$ cat config.mk
export PLATFORM = sky130hd
export DESIGN_NAME = dsconv_block_bn_sequencer_flat
export DESIGN_NICKNAME = d
export VERILOG_FILES = /design/src/rtl/dsconv_block_bn_sequencer_if.sv /design/src/rtl/dsconv_block_bn_sequencer.sv /design/src/flat_wrapper.sv
export SDC_FILE = /design/constraint.sdc
export NUM_CORES = 1
export LEC_CHECK = 0
export BUFFER_PORTS_ARGS = -buffer_cell sky130_fd_sc_hd__clkbuf_2
export CAP_MARGIN = 20
export CORE_ASPECT_RATIO = 1.2
export CORE_UTILIZATION = 40
export CTS_CLUSTER_DIAMETER = 120
export CTS_CLUSTER_SIZE = 30
export DETAILED_ROUTE_END_ITERATION = 10
export PLACE_DENSITY = 0.54
export RECOVER_POWER = 100
export SLEW_MARGIN = 5
export SYNTH_ARGS = -nofsm -noshare
export SYNTH_HDL_FRONTEND = slang
export SYNTH_SLANG_ARGS = --single-unit
export TNS_END_PERCENT = 5
$ cat constraint.sdc
create_clock -name clk -period 3.14 [get_ports clk]
set_clock_uncertainty 0.15 [all_clocks]
set_input_delay 0.314 -clock clk [delete_from_list [all_inputs] [get_ports clk]]
set_output_delay 0.314 -clock clk [all_outputs]
set_load 0.05 [all_outputs]
$ cat src/rtl/dsconv_block_bn_sequencer_if.sv
// Bundle of every non-clock signal of the BN sequencer.
//   slave  : the sequencer itself (takes params/pixels/BN results, drives BN unit and output)
//   master : the environment (parameter writer, pixel source, BN unit, result sink)
// Signals:
//   param_we/param_addr/param_p/param_q : coefficient write port (p Q9, q scaled Q18)
//   start                               : begin one feature map
//   in_valid/in_pixel/in_ready          : channel-major pixel stream
//   bn_start/bn_x/bn_p/bn_q             : issue to BN unit
//   bn_pixel/bn_ready                   : BN unit result
//   out_valid/out_pixel/out_channel/out_last : tagged result stream
//   busy/done                           : status
interface dsconv_block_bn_sequencer_if #(
   parameter int unsigned CH_W = 3
);
   logic                     param_we;
   logic [CH_W-1:0]          param_addr;
   logic signed [17:0]       param_p;
   logic signed [35:0]       param_q;
   logic                     start;
   logic                     in_valid;
   logic signed [17:0]       in_pixel;
   logic                     in_ready;
   logic                     bn_start;
   logic signed [17:0]       bn_x;
   logic signed [17:0]       bn_p;
   logic signed [35:0]       bn_q;
   logic signed [17:0]       bn_pixel;
   logic                     bn_ready;
   logic                     out_valid;
   logic signed [17:0]       out_pixel;
   logic [CH_W-1:0]          out_channel;
   logic                     out_last;
   logic                     busy;
   logic                     done;

   modport slave (
      input  param_we, param_addr, param_p, param_q, start, in_valid, in_pixel,
             bn_pixel, bn_ready,
      output in_ready, bn_start, bn_x, bn_p, bn_q, out_valid, out_pixel, out_channel,
             out_last, busy, done
   );

   modport master (
      output param_we, param_addr, param_p, param_q, start, in_valid, in_pixel,
             bn_pixel, bn_ready,
      input  in_ready, bn_start, bn_x, bn_p, bn_q, out_valid, out_pixel, out_channel,
             out_last, busy, done
   );
endinterface

$ cat src/rtl/dsconv_block_bn_sequencer.sv
// Initiator-side controller for the batch-normalization unit of a depthwise-separable block.
// Holds per-channel folded BN coefficients {p, q}, accepts a channel-major pixel stream,
// issues one bn_start per pixel with that channel's coefficients, and returns each BN result
// tagged with its channel and a last-pixel marker.
// Ports:
//   clk    : clock, rising edge
//   rst    : synchronous active-high reset
//   bus_io : sequencer side (slave modport) of dsconv_block_bn_sequencer_if
module dsconv_block_bn_sequencer #(
   parameter int unsigned CH_NUM  = 8,
   parameter int unsigned PIX_NUM = 16,
   parameter int unsigned CH_W    = $clog2(CH_NUM)
) (
   input logic                          clk,
   input logic                          rst,
   dsconv_block_bn_sequencer_if.slave   bus_io
);

   localparam int unsigned PIX_W = (PIX_NUM > 1) ? $clog2(PIX_NUM) : 1;
   localparam logic [CH_W-1:0]  CH_LAST  = CH_W'(CH_NUM - 1);
   localparam logic [PIX_W-1:0] PIX_LAST = PIX_W'(PIX_NUM - 1);

   typedef enum logic [1:0] {StIdle, StRun, StDrain, StDone} state_e;

   state_e             state_q;
   logic               in_ready_q;
   logic               busy_q;
   logic               done_q;
   logic [PIX_W-1:0]   pix_cnt_q;
   logic [CH_W-1:0]    ch_cnt_q;

   logic signed [17:0] p_q [CH_NUM];
   logic signed [35:0] q_q [CH_NUM];

   // Issue stage
   logic               bn_start_q;
   logic signed [17:0] bn_x_q;
   logic signed [17:0] bn_p_q;
   logic signed [35:0] bn_q_q;
   logic [CH_W-1:0]    iss_ch_q;
   logic               iss_last_q;

   // Return stage, aligned with the BN unit's registered result
   logic               out_valid_q;
   logic [CH_W-1:0]    out_ch_q;
   logic               out_last_q;

   logic               accept;
   logic               last_pix;

   // in_ready_q is only ever set in StRun, so it doubles as the state qualifier
   assign accept   = bus_io.in_valid && in_ready_q;
   assign last_pix = (ch_cnt_q == CH_LAST) && (pix_cnt_q == PIX_LAST);

   // Control FSM with registered status outputs
   always_ff @(posedge clk) begin
      if (rst) begin
         state_q    <= StIdle;
         in_ready_q <= 1'b0;
         busy_q     <= 1'b0;
         done_q     <= 1'b0;
         pix_cnt_q  <= '0;
         ch_cnt_q   <= '0;
      end else begin
         done_q <= 1'b0;
         unique case (state_q)
            StIdle: begin
               if (bus_io.start) begin
                  state_q    <= StRun;
                  in_ready_q <= 1'b1;
                  busy_q     <= 1'b1;
                  pix_cnt_q  <= '0;
                  ch_cnt_q   <= '0;
               end
            end
            StRun: begin
               if (accept) begin
                  if (last_pix) begin
                     state_q    <= StDrain;
                     in_ready_q <= 1'b0;
                  end
                  if (pix_cnt_q == PIX_LAST) begin
                     pix_cnt_q <= '0;
                     ch_cnt_q  <= (ch_cnt_q == CH_LAST) ? '0 : ch_cnt_q + CH_W'(1);
                  end else begin
                     pix_cnt_q <= pix_cnt_q + PIX_W'(1);
                  end
               end
            end
            StDrain: begin
               if (out_valid_q && out_last_q) begin
                  state_q <= StDone;
                  done_q  <= 1'b1;
               end
            end
            StDone: begin
               state_q <= StIdle;
               busy_q  <= 1'b0;
            end
            default: begin
               state_q    <= StIdle;
               in_ready_q <= 1'b0;
               busy_q     <= 1'b0;
            end
         endcase
      end
   end

   // Coefficient file; a write in the start cycle lands before the first pixel can issue
   always_ff @(posedge clk) begin
      if (rst) begin
         for (int i = 0; i < int'(CH_NUM); i++) begin
            p_q[i] <= '0;
            q_q[i] <= '0;
         end
      end else if (bus_io.param_we && (state_q == StIdle)) begin
         p_q[bus_io.param_addr] <= bus_io.param_p;
         q_q[bus_io.param_addr] <= bus_io.param_q;
      end
   end

   // Issue and return pipeline
   always_ff @(posedge clk) begin
      if (rst) begin
         bn_start_q  <= 1'b0;
         bn_x_q      <= '0;
         bn_p_q      <= '0;
         bn_q_q      <= '0;
         iss_ch_q    <= '0;
         iss_last_q  <= 1'b0;
         out_valid_q <= 1'b0;
         out_ch_q    <= '0;
         out_last_q  <= 1'b0;
      end else begin
         bn_start_q <= accept;
         if (accept) begin
            bn_x_q     <= bus_io.in_pixel;
            bn_p_q     <= p_q[ch_cnt_q];
            bn_q_q     <= q_q[ch_cnt_q];
            iss_ch_q   <= ch_cnt_q;
            iss_last_q <= last_pix;
         end
         // bn_ready is sticky, so the delayed bn_start is the only per-sample valid
         out_valid_q <= bn_start_q;
         out_last_q  <= bn_start_q && iss_last_q;
         if (bn_start_q) begin
            out_ch_q <= iss_ch_q;
         end
      end
   end

   assign bus_io.in_ready    = in_ready_q;
   assign bus_io.busy        = busy_q;
   assign bus_io.done        = done_q;
   assign bus_io.bn_start    = bn_start_q;
   assign bus_io.bn_x        = bn_x_q;
   assign bus_io.bn_p        = bn_p_q;
   assign bus_io.bn_q        = bn_q_q;
   assign bus_io.out_valid   = out_valid_q;
   assign bus_io.out_channel = out_ch_q;
   assign bus_io.out_last    = out_last_q;
   // Gated so that the output reads 0 whenever no result is presented
   assign bus_io.out_pixel   = out_valid_q ? bus_io.bn_pixel : '0;

endmodule
$ cat src/flat_wrapper.sv
// flat-port wrapper written by rule: the top's interface ports become plain ports
module dsconv_block_bn_sequencer_flat 
#(
   parameter int unsigned CH_NUM  = 8,
   parameter int unsigned PIX_NUM = 16,
   parameter int unsigned CH_W    = $clog2(CH_NUM)
)
  (clk, rst, bus_io_param_we, bus_io_param_addr, bus_io_param_p, bus_io_param_q, bus_io_start, bus_io_in_valid, bus_io_in_pixel, bus_io_bn_pixel, bus_io_bn_ready, bus_io_in_ready, bus_io_bn_start, bus_io_bn_x, bus_io_bn_p, bus_io_bn_q, bus_io_out_valid, bus_io_out_pixel, bus_io_out_channel, bus_io_out_last, bus_io_busy, bus_io_done);
  dsconv_block_bn_sequencer_if #(.CH_W(CH_W)) bus_io_i ();
  input logic clk;
  input logic rst;
  input wire logic [$bits(bus_io_i.param_we)-1:0] bus_io_param_we;
  input wire logic [$bits(bus_io_i.param_addr)-1:0] bus_io_param_addr;
  input wire logic [$bits(bus_io_i.param_p)-1:0] bus_io_param_p;
  input wire logic [$bits(bus_io_i.param_q)-1:0] bus_io_param_q;
  input wire logic [$bits(bus_io_i.start)-1:0] bus_io_start;
  input wire logic [$bits(bus_io_i.in_valid)-1:0] bus_io_in_valid;
  input wire logic [$bits(bus_io_i.in_pixel)-1:0] bus_io_in_pixel;
  input wire logic [$bits(bus_io_i.bn_pixel)-1:0] bus_io_bn_pixel;
  input wire logic [$bits(bus_io_i.bn_ready)-1:0] bus_io_bn_ready;
  output wire logic [$bits(bus_io_i.in_ready)-1:0] bus_io_in_ready;
  output wire logic [$bits(bus_io_i.bn_start)-1:0] bus_io_bn_start;
  output wire logic [$bits(bus_io_i.bn_x)-1:0] bus_io_bn_x;
  output wire logic [$bits(bus_io_i.bn_p)-1:0] bus_io_bn_p;
  output wire logic [$bits(bus_io_i.bn_q)-1:0] bus_io_bn_q;
  output wire logic [$bits(bus_io_i.out_valid)-1:0] bus_io_out_valid;
  output wire logic [$bits(bus_io_i.out_pixel)-1:0] bus_io_out_pixel;
  output wire logic [$bits(bus_io_i.out_channel)-1:0] bus_io_out_channel;
  output wire logic [$bits(bus_io_i.out_last)-1:0] bus_io_out_last;
  output wire logic [$bits(bus_io_i.busy)-1:0] bus_io_busy;
  output wire logic [$bits(bus_io_i.done)-1:0] bus_io_done;
  assign bus_io_i.param_we = bus_io_param_we;
  assign bus_io_i.param_addr = bus_io_param_addr;
  assign bus_io_i.param_p = bus_io_param_p;
  assign bus_io_i.param_q = bus_io_param_q;
  assign bus_io_i.start = bus_io_start;
  assign bus_io_i.in_valid = bus_io_in_valid;
  assign bus_io_i.in_pixel = bus_io_in_pixel;
  assign bus_io_i.bn_pixel = bus_io_bn_pixel;
  assign bus_io_i.bn_ready = bus_io_bn_ready;
  assign bus_io_in_ready = bus_io_i.in_ready;
  assign bus_io_bn_start = bus_io_i.bn_start;
  assign bus_io_bn_x = bus_io_i.bn_x;
  assign bus_io_bn_p = bus_io_i.bn_p;
  assign bus_io_bn_q = bus_io_i.bn_q;
  assign bus_io_out_valid = bus_io_i.out_valid;
  assign bus_io_out_pixel = bus_io_i.out_pixel;
  assign bus_io_out_channel = bus_io_i.out_channel;
  assign bus_io_out_last = bus_io_i.out_last;
  assign bus_io_busy = bus_io_i.busy;
  assign bus_io_done = bus_io_i.done;
  dsconv_block_bn_sequencer #(.CH_NUM(CH_NUM), .PIX_NUM(PIX_NUM), .CH_W(CH_W)) u_core (.clk(clk), .rst(rst), .bus_io(bus_io_i));
endmodule
======== Yosys cells after proc, flatten, opt, wreduce, memory -nomap -nowiden ========
Memory sizes are Yosys's and may differ from the RTL's. A register that Yosys moved wholly into a read port is not among the register bits.
Cells that the tools add are included.
cells by class
  add/subtract/negate cells ............... 2
  equal/unequal tests ..................... 10
  multiplexer cells ....................... 32
  bitwise gates (word level) .............. 1
  reduce and logical (&&, ||, !) cells .... 16
operator list
  cell                                                                      number
  18-bit 2-to-1 mux                                                         2
  36-bit 2-to-1 mux                                                         1
  36-bit OR reduction                                                       1
  3-bit 2-to-1 mux                                                          6
  18-bit OR reduction                                                       1
  4-bit 2-to-1 mux                                                          3
  4-bit AND reduction                                                       3
  1-bit 2-to-1 mux                                                          11
  2-bit 2-to-1 mux                                                          4
  2-bit by 1-bit inequality test with 1-bit output (second input constant)  4
  2-bit one-hot mux with 4 select lines                                     1
  4-bit one-hot mux with 2 select lines                                     1
  3-bit one-hot mux with 2 select lines                                     1
  1-bit logical AND                                                         5
  4-bit by 1-bit adder with 4-bit output (second input constant)            1
  2-bit equality test (second input constant)                               2
  4-bit equality test (second input constant)                               1
  1-bit one-hot mux with 2 select lines                                     2
  2-bit nonzero test                                                        2
  3-bit by 1-bit adder with 3-bit output (second input constant)            1
  3-bit equality test (second input constant)                               1
  3-bit AND reduction                                                       1
  2-bit by 1-bit equality test with 1-bit output (second input constant)    1
  2-bit zero test                                                           1
  other kinds (4)                                                           4
word-level totals
  register bits ........................... 40
  memory bits (writable) .................. 432
  input bits .............................. 99
  output and inout port bits .............. 99
  memories kept ........................... 2
memory list
  memory      depth  width  rd ports  clocked after Yosys merged registers in  wr ports  RTL line                         RTL
  u_core.q_q  8      36     1         1                                        8         dsconv_block_bn_sequencer.sv:33  logic signed [35:0] q_q [CH_NUM];
  u_core.p_q  8      18     1         1                                        8         dsconv_block_bn_sequencer.sv:32  logic signed [17:0] p_q [CH_NUM];

======== Depth between registers and ports, before layout ========
Gate-level depths: netlist of run 1.
  depth in word-level cells ............... 7
  mapped depth ............................ 7
  depth with buffers taken out ............ 6

======== Least setup slack after synthesis of run 1 ========
OpenSTA, ideal clock, no wires.
  kind .................................... register to register
  start point ............................. reg u_core.state_q[0]
  end point ............................... mem u_core.p_q[2][0], enable pin
  data arrival time ....................... 1.974 ns
  data required time ...................... 2.602 ns
  setup slack ............................. 0.628 ns
  stages on the path, launching flop included .. 6
  clock period less this slack ............ 2.512 ns
  cells stage by stage .................... dfxtp_1 inv_1 ha_1 nand2b_2 nor2_1 or2_2
RTL lines
  element                 RTL line                         RTL
  from (decl)             dsconv_block_bn_sequencer.sv:25  state_e state_q;
  from (signal assigned)  dsconv_block_bn_sequencer.sv:58  state_q <= StIdle;
  from (signal assigned)  dsconv_block_bn_sequencer.sv:69  state_q <= StRun;
  from (signal assigned)  dsconv_block_bn_sequencer.sv:79  state_q <= StDrain;
  to (decl)               dsconv_block_bn_sequencer.sv:32

==> run summary, run 1 <==
### Clock network
* 0 — Post-CTS Repair Setup Buffers
* 580 ps — clock insertion delay at the later pin of the skew report
* sky130_fd_sc_hd__clkbuf_16 — Root Buffer Master
* 526 — TritonCTS Sinks
* 3 — maximum buffer depth of the clock tree
* 21 — clock buffers created by TritonCTS
* 110 ps — clock transition at the registers of the reported paths
* yes — CTS tree
* 1 — count of H-tree levels built during CTS

### Placed design
* 196 — number of input and output port buffers inserted
* 0.730 — Final GP Congestion
* 31.1 mm — DPL Wire Length
* 24400 µm² — Post-DP Area
* 2370 — cell count after placement

### Critical path
* u_core.state_q[0] — r2r startpoint
* reg -> reg — critical path type
* u_core.q_q[3][8] — end of the worst register-to-register path
* 6 — Worst Reg-to-Reg Cells
* 3190 ps — required time reported for the critical path endpoint
* flip-flop — startpoint type of the worst setup path
* 17 — critical-path maximum fanout
* 2790 ps — arrival time worst endpoint
* flip-flop — sort of element at the end of the critical path
* 400 ps — minimum setup slack among reg-to-reg paths

### Worst hold path
* 4 — hold path depth
* u_core.iss_last_q — WHS Endpoint
* in -> reg — class of the tightest hold or removal check
* bus_io_in_valid — start point of the worst min-delay path

### Timing
* 0 ps — final total negative setup slack
* 366 MHz — Fmax
* 105 — number of pins exceeding their max-slew limit in the final report
* 0 — final count of negative-setup-slack endpoints
* false — RSZ-0062 raised after global routing
* 87.1% — Final period util
* 1740 ps — Worst-Margin Slew
* 2740 ps — Tmin final
* -15.8% — relative slew slack
* 38.3 ps — post-route worst hold slack
* 0 — number of hold-slack violations in the final timing report

### Cells and area
* 25500 µm² — area of all placed cells without fillers
* 16.5% — share of cells above drive strength 1
* 14.1% — Syn-to-layout area delta
* 2481 — non-filler cells, final
* 1853 — Total Nets Final

### Yosys
* sky130_fd_sc_hd__edfxtp_1 — cell type contributing the most total cell area after synthesis
* 1618 — synthesized net count
* sky130_fd_sc_hd__and2_1 — most common cell in the synthesized netlist
* 0 — count of synthesis-stage warnings from yosys
* 22400 µm² — netlist area before placement
* 66.4% — sequential share of the synthesized area
* sky130_fd_sc_hd__and2_1, sky130_fd_sc_hd__edfxtp_1, sky130_fd_sc_hd__mux4_2 — cell types with the highest counts after synthesis
* 526 — synthesized flop and latch total
* 432 — number of synthesized flops with an enable pin
* 14.8 µm² — post-synthesis area per instance
* 0% — proportion of synthesized flip-flops having asynchronous set or reset
* sky130_fd_sc_hd__edfxtp_1, sky130_fd_sc_hd__and2_1, sky130_fd_sc_hd__mux4_2, sky130_fd_sc_hd__dfxtp_1, sky130_fd_sc_hd__o22ai_1 — cells taking the most area after synthesis
* 1511 — post-synthesis cell count
* 58.0% — area share of the largest cell type after synthesis
* 40 — Cell variety after synth
* sky130_fd_sc_hd__edfxtp_1 — Primary FF master, synth

### Die
* 261 µm — height of the chip
* 198 — num ports
* 218 µm — die width
* 40.7% — effective utilization at floorplan
* 55000 µm² — area of the core
* 56900 µm² — die outline area
* 94 — num rows

### Detailed routing
* 5 — drt first pass iters
* 0 — number of nets still failing antenna checks after routing
* 911 — DRC violation total after the first TritonRoute iteration
* 5.19 — via/cell ratio
* 55.5 mm — drt total wl
* 22.4 µm — WL per Instance
* 0 — number of remaining DRC errors
* 12900 — number of vias in the routed layout

### Power
* 9.06 nW — Lkg Pwr
* 581 nW/µm² — P per Cell Area
* 0.312 mV — Worst IR Drop VDD

### Global routing
* 19.5% — overall routing resource usage
* 1 — number of antenna violations at the first check in global routing
* 75 — largest net degree at the start of global routing
* 82.6 mm — global-route wire length before repair
* 13200 — vias in the first global route
* 0 — total congestion overflow

### Status
* finished with violations — run status
* capacitance limit, slew limit — failing checks

### Run
* 2 — number of max-cap violations

metal layers:
layer  wire [µm]  track usage (%)  vias to the layer above
met2       28900             35.7                      254
met4        1060             4.60                        2
met5          13                0                        -
met3        1950             2.00                       58
met1       23600             24.7                     6617
li1            -                -                     5952
timing repair:
item / in CTS / in global routing
gates resized for setup: 0 / 0
hold buffers: 73 / 0
hold endpoints to repair: 452 / 0
cell families after synthesis:
group | synth area share [%]
mux | 11.1
compound gates | 2.43
simple gates | 17.4
buf+inv | 2.29
fa+ha+maj | 0.447
flops | 66.4
power breakdown:
group          internal [mW]  leakage, nW  switching [mW]
logic                   1.13         3.54            1.98
registers               8.05         5.24           0.230
clock network           1.30        0.284            2.14
total                   10.5         9.06            4.35
per-stage QoR:
step | setup WS [ps] | total power, mW | util (%)
final | 404 | 14.8 | 46.4
after global routing | 274 | 15.4 | 46.4
after CTS | 627 | 15.1 | 46.8
after detailed placement | 661 | 11.6 | 44.4
after global placement | 686 | 11.6 | 44.4
after floorplan | 628 | 10.6 | -
registers in the layout, indices dropped and copies added (netlist names), 2 cells and up:
signal	cells
u_core.ch_cnt_q	3
u_core.pix_cnt_q	4
u_core.bus_io.bn_x	18
u_core.bus_io.bn_p	18
u_core.bus_io.out_channel	3
u_core.p_q	144
u_core.q_q	288
u_core.state_q	2
u_core.iss_ch_q	3
u_core.bus_io.bn_q	36
worst max-delay path, cell delays in order (launching register included):
cell	delay [ps]
sky130_fd_sc_hd__dfxtp_1	360
sky130_fd_sc_hd__inv_1	110
sky130_fd_sc_hd__ha_1	380
sky130_fd_sc_hd__nand2_2	220
sky130_fd_sc_hd__nor2_1	190
sky130_fd_sc_hd__or2_4	360
sky130_fd_sc_hd__clkbuf_2	600
placed cells by master (no fill, tap or decap), drive strengths merged, types with 52 or more instances in the layout:
master,instances
and2,452
edfxtp,432
clkbuf,242
mux4,108
dfxtp,94
dlygate4sd3,73
nor2,71
nor3,56
o22ai,54
nand2,52
how the worst max path moves through the flow:
stage	startpoint	to	slack [ps]	depth (start not counted)
3_5_place_dp	u_core.state_q[0]	u_core.q_q[2][34]	660	6
5_1_grt	u_core.state_q[0]	u_core.p_q[3][17]	270	6
6_report	u_core.state_q[0]	u_core.q_q[3][8]	400	6
3_3_place_gp	u_core.state_q[0]	u_core.q_q[4][30]	690	6
4_1_cts	u_core.state_q[0]	u_core.p_q[4][0]	630	6
2_1_floorplan	u_core.state_q[0]	u_core.p_q[2][0]	630	5
layout make-up:
cell class / instances / area, µm²
clock inverter: 2 / 17.5
antenna: 1 / 2.50
tap: 720 / 901
timing repair buffer: 311 / 2120
clock buffer: 35 / 578
fill: 4917 / 29500
inverter: 2 / 7.51
multi-input combinational: 884 / 7060
sequential: 526 / 14900
Power figures use the tool's default switching activity.
==> run 2: changes to the inputs <==
Settings changed: RECOVER_POWER 100 to unset.
==> run 2 against run 1 <==
Net effect:
- the flow now finishes without violations
- utilization up 0.37 points
- clock power is essentially flat
- worst hold slack worse by 6.0 ps
- largest power group unchanged
- non-clock buffer count stayed put
- global-route usage unchanged
- highest routed layer unchanged
- largest cell class unchanged
==> run summary, run 2 (synthesis gave the netlist of run 1 again) <==
### Detailed routing
* 5 — drt first pass iters, unchanged
* 22.3 µm — WL per Instance, -0.15%
* 0 — number of remaining DRC errors, unchanged
* 931 — DRC violation total after the first TritonRoute iteration, +2.2%
* 55.4 mm — drt total wl, -0.15%
* 0 — number of nets still failing antenna checks after routing, unchanged
* 5.19 — via/cell ratio, about the same
* 12900 — number of vias in the routed layout, +0.023%

### Die
* 56900 µm² — die outline area, unchanged
* 55000 µm² — area of the core, unchanged
* 40.7% — effective utilization at floorplan, unchanged
* 198 — num ports, unchanged
* 94 — num rows, unchanged
* 218 µm — die width, unchanged
* 261 µm — height of the chip, unchanged

### Clock network
* 1 — count of H-tree levels built during CTS, unchanged
* sky130_fd_sc_hd__clkbuf_16 — Root Buffer Master
* 0 — Gates resized, CTS repair, unchanged
* 3 — maximum buffer depth of the clock tree, unchanged
* 120 ps — clock transition at the registers of the reported paths, about the same
* 21 — clock buffers created by TritonCTS, unchanged
* 73 — hold buffer count at cts, unchanged
* 0 — Post-CTS Repair Setup Buffers, unchanged
* yes — CTS tree
* 526 — TritonCTS Sinks, unchanged
* 580 ps — clock insertion delay at the later pin of the skew report, about the same

### Run
* 0 — number of max-cap violations, -2

### Placed design
* 196 — number of input and output port buffers inserted, unchanged
* 2370 — cell count after placement, unchanged
* 31.1 mm — DPL Wire Length, unchanged
* 0.730 — Final GP Congestion, unchanged

### Timing
* 39.1% — relative slew slack, +55 points
* false — RSZ-0062 raised after global routing
* 0 ps — final total negative setup slack, unchanged
* 0 — final count of negative-setup-slack endpoints, unchanged
* 913 ps — Worst-Margin Slew, -824 ps
* 0 — number of hold-slack violations in the final timing report, unchanged
* 2480 ps — Tmin final, -255 ps
* 79.0% — Final period util, -8.1 points
* 403 MHz — Fmax, +10%
* 0 — number of pins exceeding their max-slew limit in the final report, -100%

### Global routing
* 13200 — vias in the first global route, unchanged
* 82.6 mm — global-route wire length before repair, unchanged
* 75 — largest net degree at the start of global routing, unchanged
* 19.5% — overall routing resource usage, unchanged
* 0 — total congestion overflow, unchanged
* 1 — number of antenna violations at the first check in global routing, unchanged

### Critical path
* 610 ps — Crit path largest cell delay, about the same
* sky130_fd_sc_hd__buf_4 — slowest stage cell, crit path
* u_core.state_q[0] — r2r startpoint
* 54 — critical-path maximum fanout, +37
* 2760 ps — arrival time worst endpoint, -30 ps
* flip-flop — sort of element at the end of the critical path
* reg -> reg — critical path type
* 2 — count of buffer and inverter cells on the critical path, unchanged
* flip-flop — startpoint type of the worst setup path
* 3420 ps — required time reported for the critical path endpoint, +230 ps
* inv_1 > ha_1 > nand2b_2 > nor3_4 > buf_4 > and2_1 — critical path cell sequence
* buffers and inverters — CP delay by family, top
* u_core.state_q[0] — crit path from

### Cells and area
* 4843 — Layout fillers, -1.5%
* u_core.q_q — top register by number of flip-flops
* sky130_fd_sc_hd__and2_1 — most common library cell in the layout ignoring fill and taps
* 2481 — non-filler cells, final, unchanged
* 14900 µm² — Seq. cell area, about the same
* 288 — max reg flops, unchanged
* 15.0% — Syn-to-layout area delta
* 7090 µm² — area used by multi-input combinational logic, +0.44%
* 22.4% — share of cells above drive strength 1, +6.0 points
* sky130_fd_sc_hd__and2_1, sky130_fd_sc_hd__edfxtp_1, sky130_fd_sc_hd__clkbuf_2, sky130_fd_sc_hd__mux4_2, sky130_fd_sc_hd__dfxtp_1 — commonest cells after routing, fill and taps aside
* 46.8% — fin util, +0.37 points
* 1853 — Total Nets Final, unchanged

### Power
* 9.52 nW — Lkg Pwr, +5.0%
* 579 nW/µm² — P per Cell Area, -0.38%
* 0.320 mV — Worst IR Drop VDD, +2.5%

### Worst hold path
* in -> reg — class of the tightest hold or removal check
* bus_io_in_valid — start point of the worst min-delay path

### Status
* completed — run status

## run 2: layout make-up
type | instances | area share (%)
Timing Repair Buffer | 311 | 8.90
Clock inverter | 2 | 0.0680
Antenna cell | 1 | 0.00972
Multi-Input combinational cell | 884 | 27.5
Clock buffer | 35 | 2.24
Tap cell | 720 | 3.50
Sequential cell | 526 | 57.7
Inverter | 2 | 0.0292
## run 2: path summary, 6_finish.rpt
check	to	depth (start not counted)	slack [ps]
worst max-delay path	u_core.p_q[4][0]	6	660
worst min-delay path	u_core.iss_last_q	4	30
worst max register to register	u_core.p_q[4][0]	6	660
worst min register to register	u_core.iss_last_q	2	310
## run 2: stage by stage
stage	setup slack (ps)	hold WS (ps)	cell area (µm²)	power, mW
3_5_place_dp	661	298	24400	11.6
4_1_cts	627	4.94	25700	15.1
3_3_place_gp	686	292	24400	11.6
5_1_grt	522	49.1	25700	15.5
6_report	659	32.3	25700	14.9
2_1_floorplan	628	243	22400	10.6
## run 2: layer usage
layer	wire length [µm]	track usage (%)
met5	13	0
met4	1140	4.60
met3	2280	2.00
met2	28900	35.7
met1	23100	24.7
## run 2: worst register-to-register path: cells and delay by family (launching register included)
family | cells | cell delay, ps
adders and majority gates | 1 | 390
buffers and inverters | 2 | 720
DFF | 1 | 360
and+or+nand+nor | 3 | 740
## run 2: where the power goes
part / switching (mW) / internal [mW]
Combinational: 1.99 / 1.19
Sequential: 0.231 / 8.05
Clock: 2.13 / 1.30
==> run 3: changes to the inputs <==
Settings changed: PLACE_DENSITY 0.54 to 0.56.
Clock period 3.14 ns to 2.1 ns, I/O delays scaled along.
==> run 3 against run 2 <==
Net effect:
- critical path depth decreased by 2
- sequential share of layout area shrank 1.1 points
- total power is 51% higher
- routed wire length grew 0.14%
- die area unchanged
- critical endpoint is now u_core.bus_io.bn_q[29]
==> run summary, run 3 (synthesis gave the netlist of run 1 again) <==
### Die
* 261 µm — height of the chip, unchanged
* 218 µm — die width, unchanged
* 40.7% — effective utilization at floorplan, unchanged
* 55000 µm² — area of the core, unchanged
* 56900 µm² — die outline area, unchanged
* 198 — num ports, unchanged
* 94 — num rows, unchanged

### Clock network
* 3 — maximum buffer depth of the clock tree, unchanged
* 570 ps — clock insertion delay at the later pin of the skew report, about the same
* yes — CTS tree
* 21 — clock buffers created by TritonCTS, unchanged
* sky130_fd_sc_hd__clkbuf_16 — Root Buffer Master
* 526 — TritonCTS Sinks, unchanged
* 120 ps — clock transition at the registers of the reported paths, about the same
* 1 — count of H-tree levels built during CTS, unchanged

### Detailed routing
* 13000 — number of vias in the routed layout, +1.2%
* 5.20 — via/cell ratio, about the same
* 5 — drt first pass iters, unchanged
* 0 — number of nets still failing antenna checks after routing, unchanged
* 22.1 µm — WL per Instance, -0.98%
* 774 — DRC violation total after the first TritonRoute iteration, -17%
* 0 — number of remaining DRC errors, unchanged
* 55.5 mm — drt total wl, +0.14%

### Global routing
* 19.6% — overall routing resource usage, +0.074 points
* 0 — total congestion overflow, unchanged
* 82.9 mm — global-route wire length before repair, +0.33%
* 13300 — vias in the first global route, +0.81%
* 4 — number of antenna violations at the first check in global routing, +3
* 78 — largest net degree at the start of global routing, +4.0%

### Worst hold path
* in -> reg — class of the tightest hold or removal check

### Cells and area
* sky130_fd_sc_hd__and2_1 — most common library cell in the layout ignoring fill and taps
* 288 — max reg flops, unchanged
* 1881 — Total Nets Final, +1.5%
* 17.2% — Syn-to-layout area delta
* sky130_fd_sc_hd__and2_1, sky130_fd_sc_hd__edfxtp_1, sky130_fd_sc_hd__clkbuf_2, sky130_fd_sc_hd__mux4_2, sky130_fd_sc_hd__dfxtp_1 — commonest cells after routing, fill and taps aside
* u_core.q_q — top register by number of flip-flops
* 23.7% — share of cells above drive strength 1, +1.2 points
* 47.7% — fin util, +0.87 points
* 4861 — Layout fillers, +0.37%

### Timing
* 0 — number of hold-slack violations in the final timing report, unchanged
* 39.4% — relative slew slack, +0.29 points
* 0 — number of pins exceeding their max-slew limit in the final report, unchanged
* 96.5% — Final period util, +17 points
* 148 ps — post-route worst hold slack, +116 ps
* 2030 ps — Tmin final, -455 ps
* 909 ps — Worst-Margin Slew, -4.41 ps
* 0 — final count of negative-setup-slack endpoints, unchanged
* true — RSZ-0062 raised after global routing
* 493 MHz — Fmax, +22%

### Critical path
* 28 — critical-path maximum fanout, -48%
* reg -> reg — critical path type
* 2400 ps — required time reported for the critical path endpoint, -1020 ps
* flip-flop — startpoint type of the worst setup path
* 2330 ps — arrival time worst endpoint, -430 ps
* flip-flop — sort of element at the end of the critical path

### Run
* 0 — number of max-cap violations, unchanged

### Placed design
* 0.753 — Final GP Congestion, +3.2%
* 196 — number of input and output port buffers inserted, unchanged
* 32.6 mm — DPL Wire Length, +4.7%

### Power
* 22.5 mW — total power, +51%
* 9.74 nW — Lkg Pwr, +2.3%
* 858 nW/µm² — P per Cell Area, +48%
* 0.601 mV — Worst IR Drop VDD, +88%

### Status
* completed — run status

## run 3: through the flow
step,worst slack [ps],TNS (ps),instance area (µm²),std cells
CTS,8.76,0,26200,2508
global route,-35.5,-83.7,26200,2509
floorplan,-174,-25120,22400,1511
finish,73.5,0,26200,2509
detailed placement,72.3,0,24900,2397
global placement,89.4,0,24900,2397
## run 3: power by group
part	total [mW]	switching [mW]	internal (mW)	leakage, nW
registers	12.3	0.309	12.0	5.24
clock network	5.09	3.15	1.94	0.284
logic	5.06	3.07	1.99	4.22
total	22.5	6.52	16.0	9.74
## run 3: final cells by class
type | instances | area (µm²) | area share (%)
diodes | 1 | 2.50 | 0.00954
clock buffers | 35 | 578 | 2.20
clock inverters | 2 | 20.0 | 0.0763
inverters | 2 | 7.51 | 0.0286
multi-input cells | 884 | 7090 | 27.0
flip-flops and latches | 526 | 14900 | 56.7
well taps | 720 | 901 | 3.43
repair buffers | 339 | 2770 | 10.5
## run 3: worst max-delay path: stages (launching register included)
cell                      delay, ps
sky130_fd_sc_hd__dfxtp_4        480
sky130_fd_sc_hd__buf_12         290
sky130_fd_sc_hd__mux4_2         550
sky130_fd_sc_hd__o22ai_1        330
sky130_fd_sc_hd__nor3_1         100
## run 3: repair_timing
| item | 4_1_cts | 5_1_grt |
|---|---|---|
| buffers inserted | 0 | 0 |
| hold buffers | 74 | 0 |
| resized for setup | 0 | 5 |
| hold endpoints to repair | 453 | 0 |
| endpoints found under the setup margin | 0 | 104 |
## run 3: layer usage
| metal | up-vias | GRT usage, % | share of wire (%) |
|---|---|---|---|
| met4 | 6 | 3.50 | 1.3 |
| met5 | - | 0 | 0.061 |
| met2 | 250 | 35.1 | 51 |
| li1 | 6004 | - | - |
| met1 | 6736 | 26.1 | 44 |
| met3 | 44 | 1.81 | 3.5 |
## run 3: worst paths after layout
path | end | cells past startpoint | slack (ps) | start
worst max register to register | u_core.bus_io.bn_q[29] | 4 | 70 | u_core.ch_cnt_q[0]
worst min-delay path | u_core.bus_io.bn_p[4] | 3 | 150 | rst
worst max-delay path | u_core.bus_io.bn_q[29] | 4 | 70 | u_core.ch_cnt_q[0]
worst min register to register | u_core.bus_io.bn_x[14] | 2 | 310 | u_core.bus_io.bn_x[14]
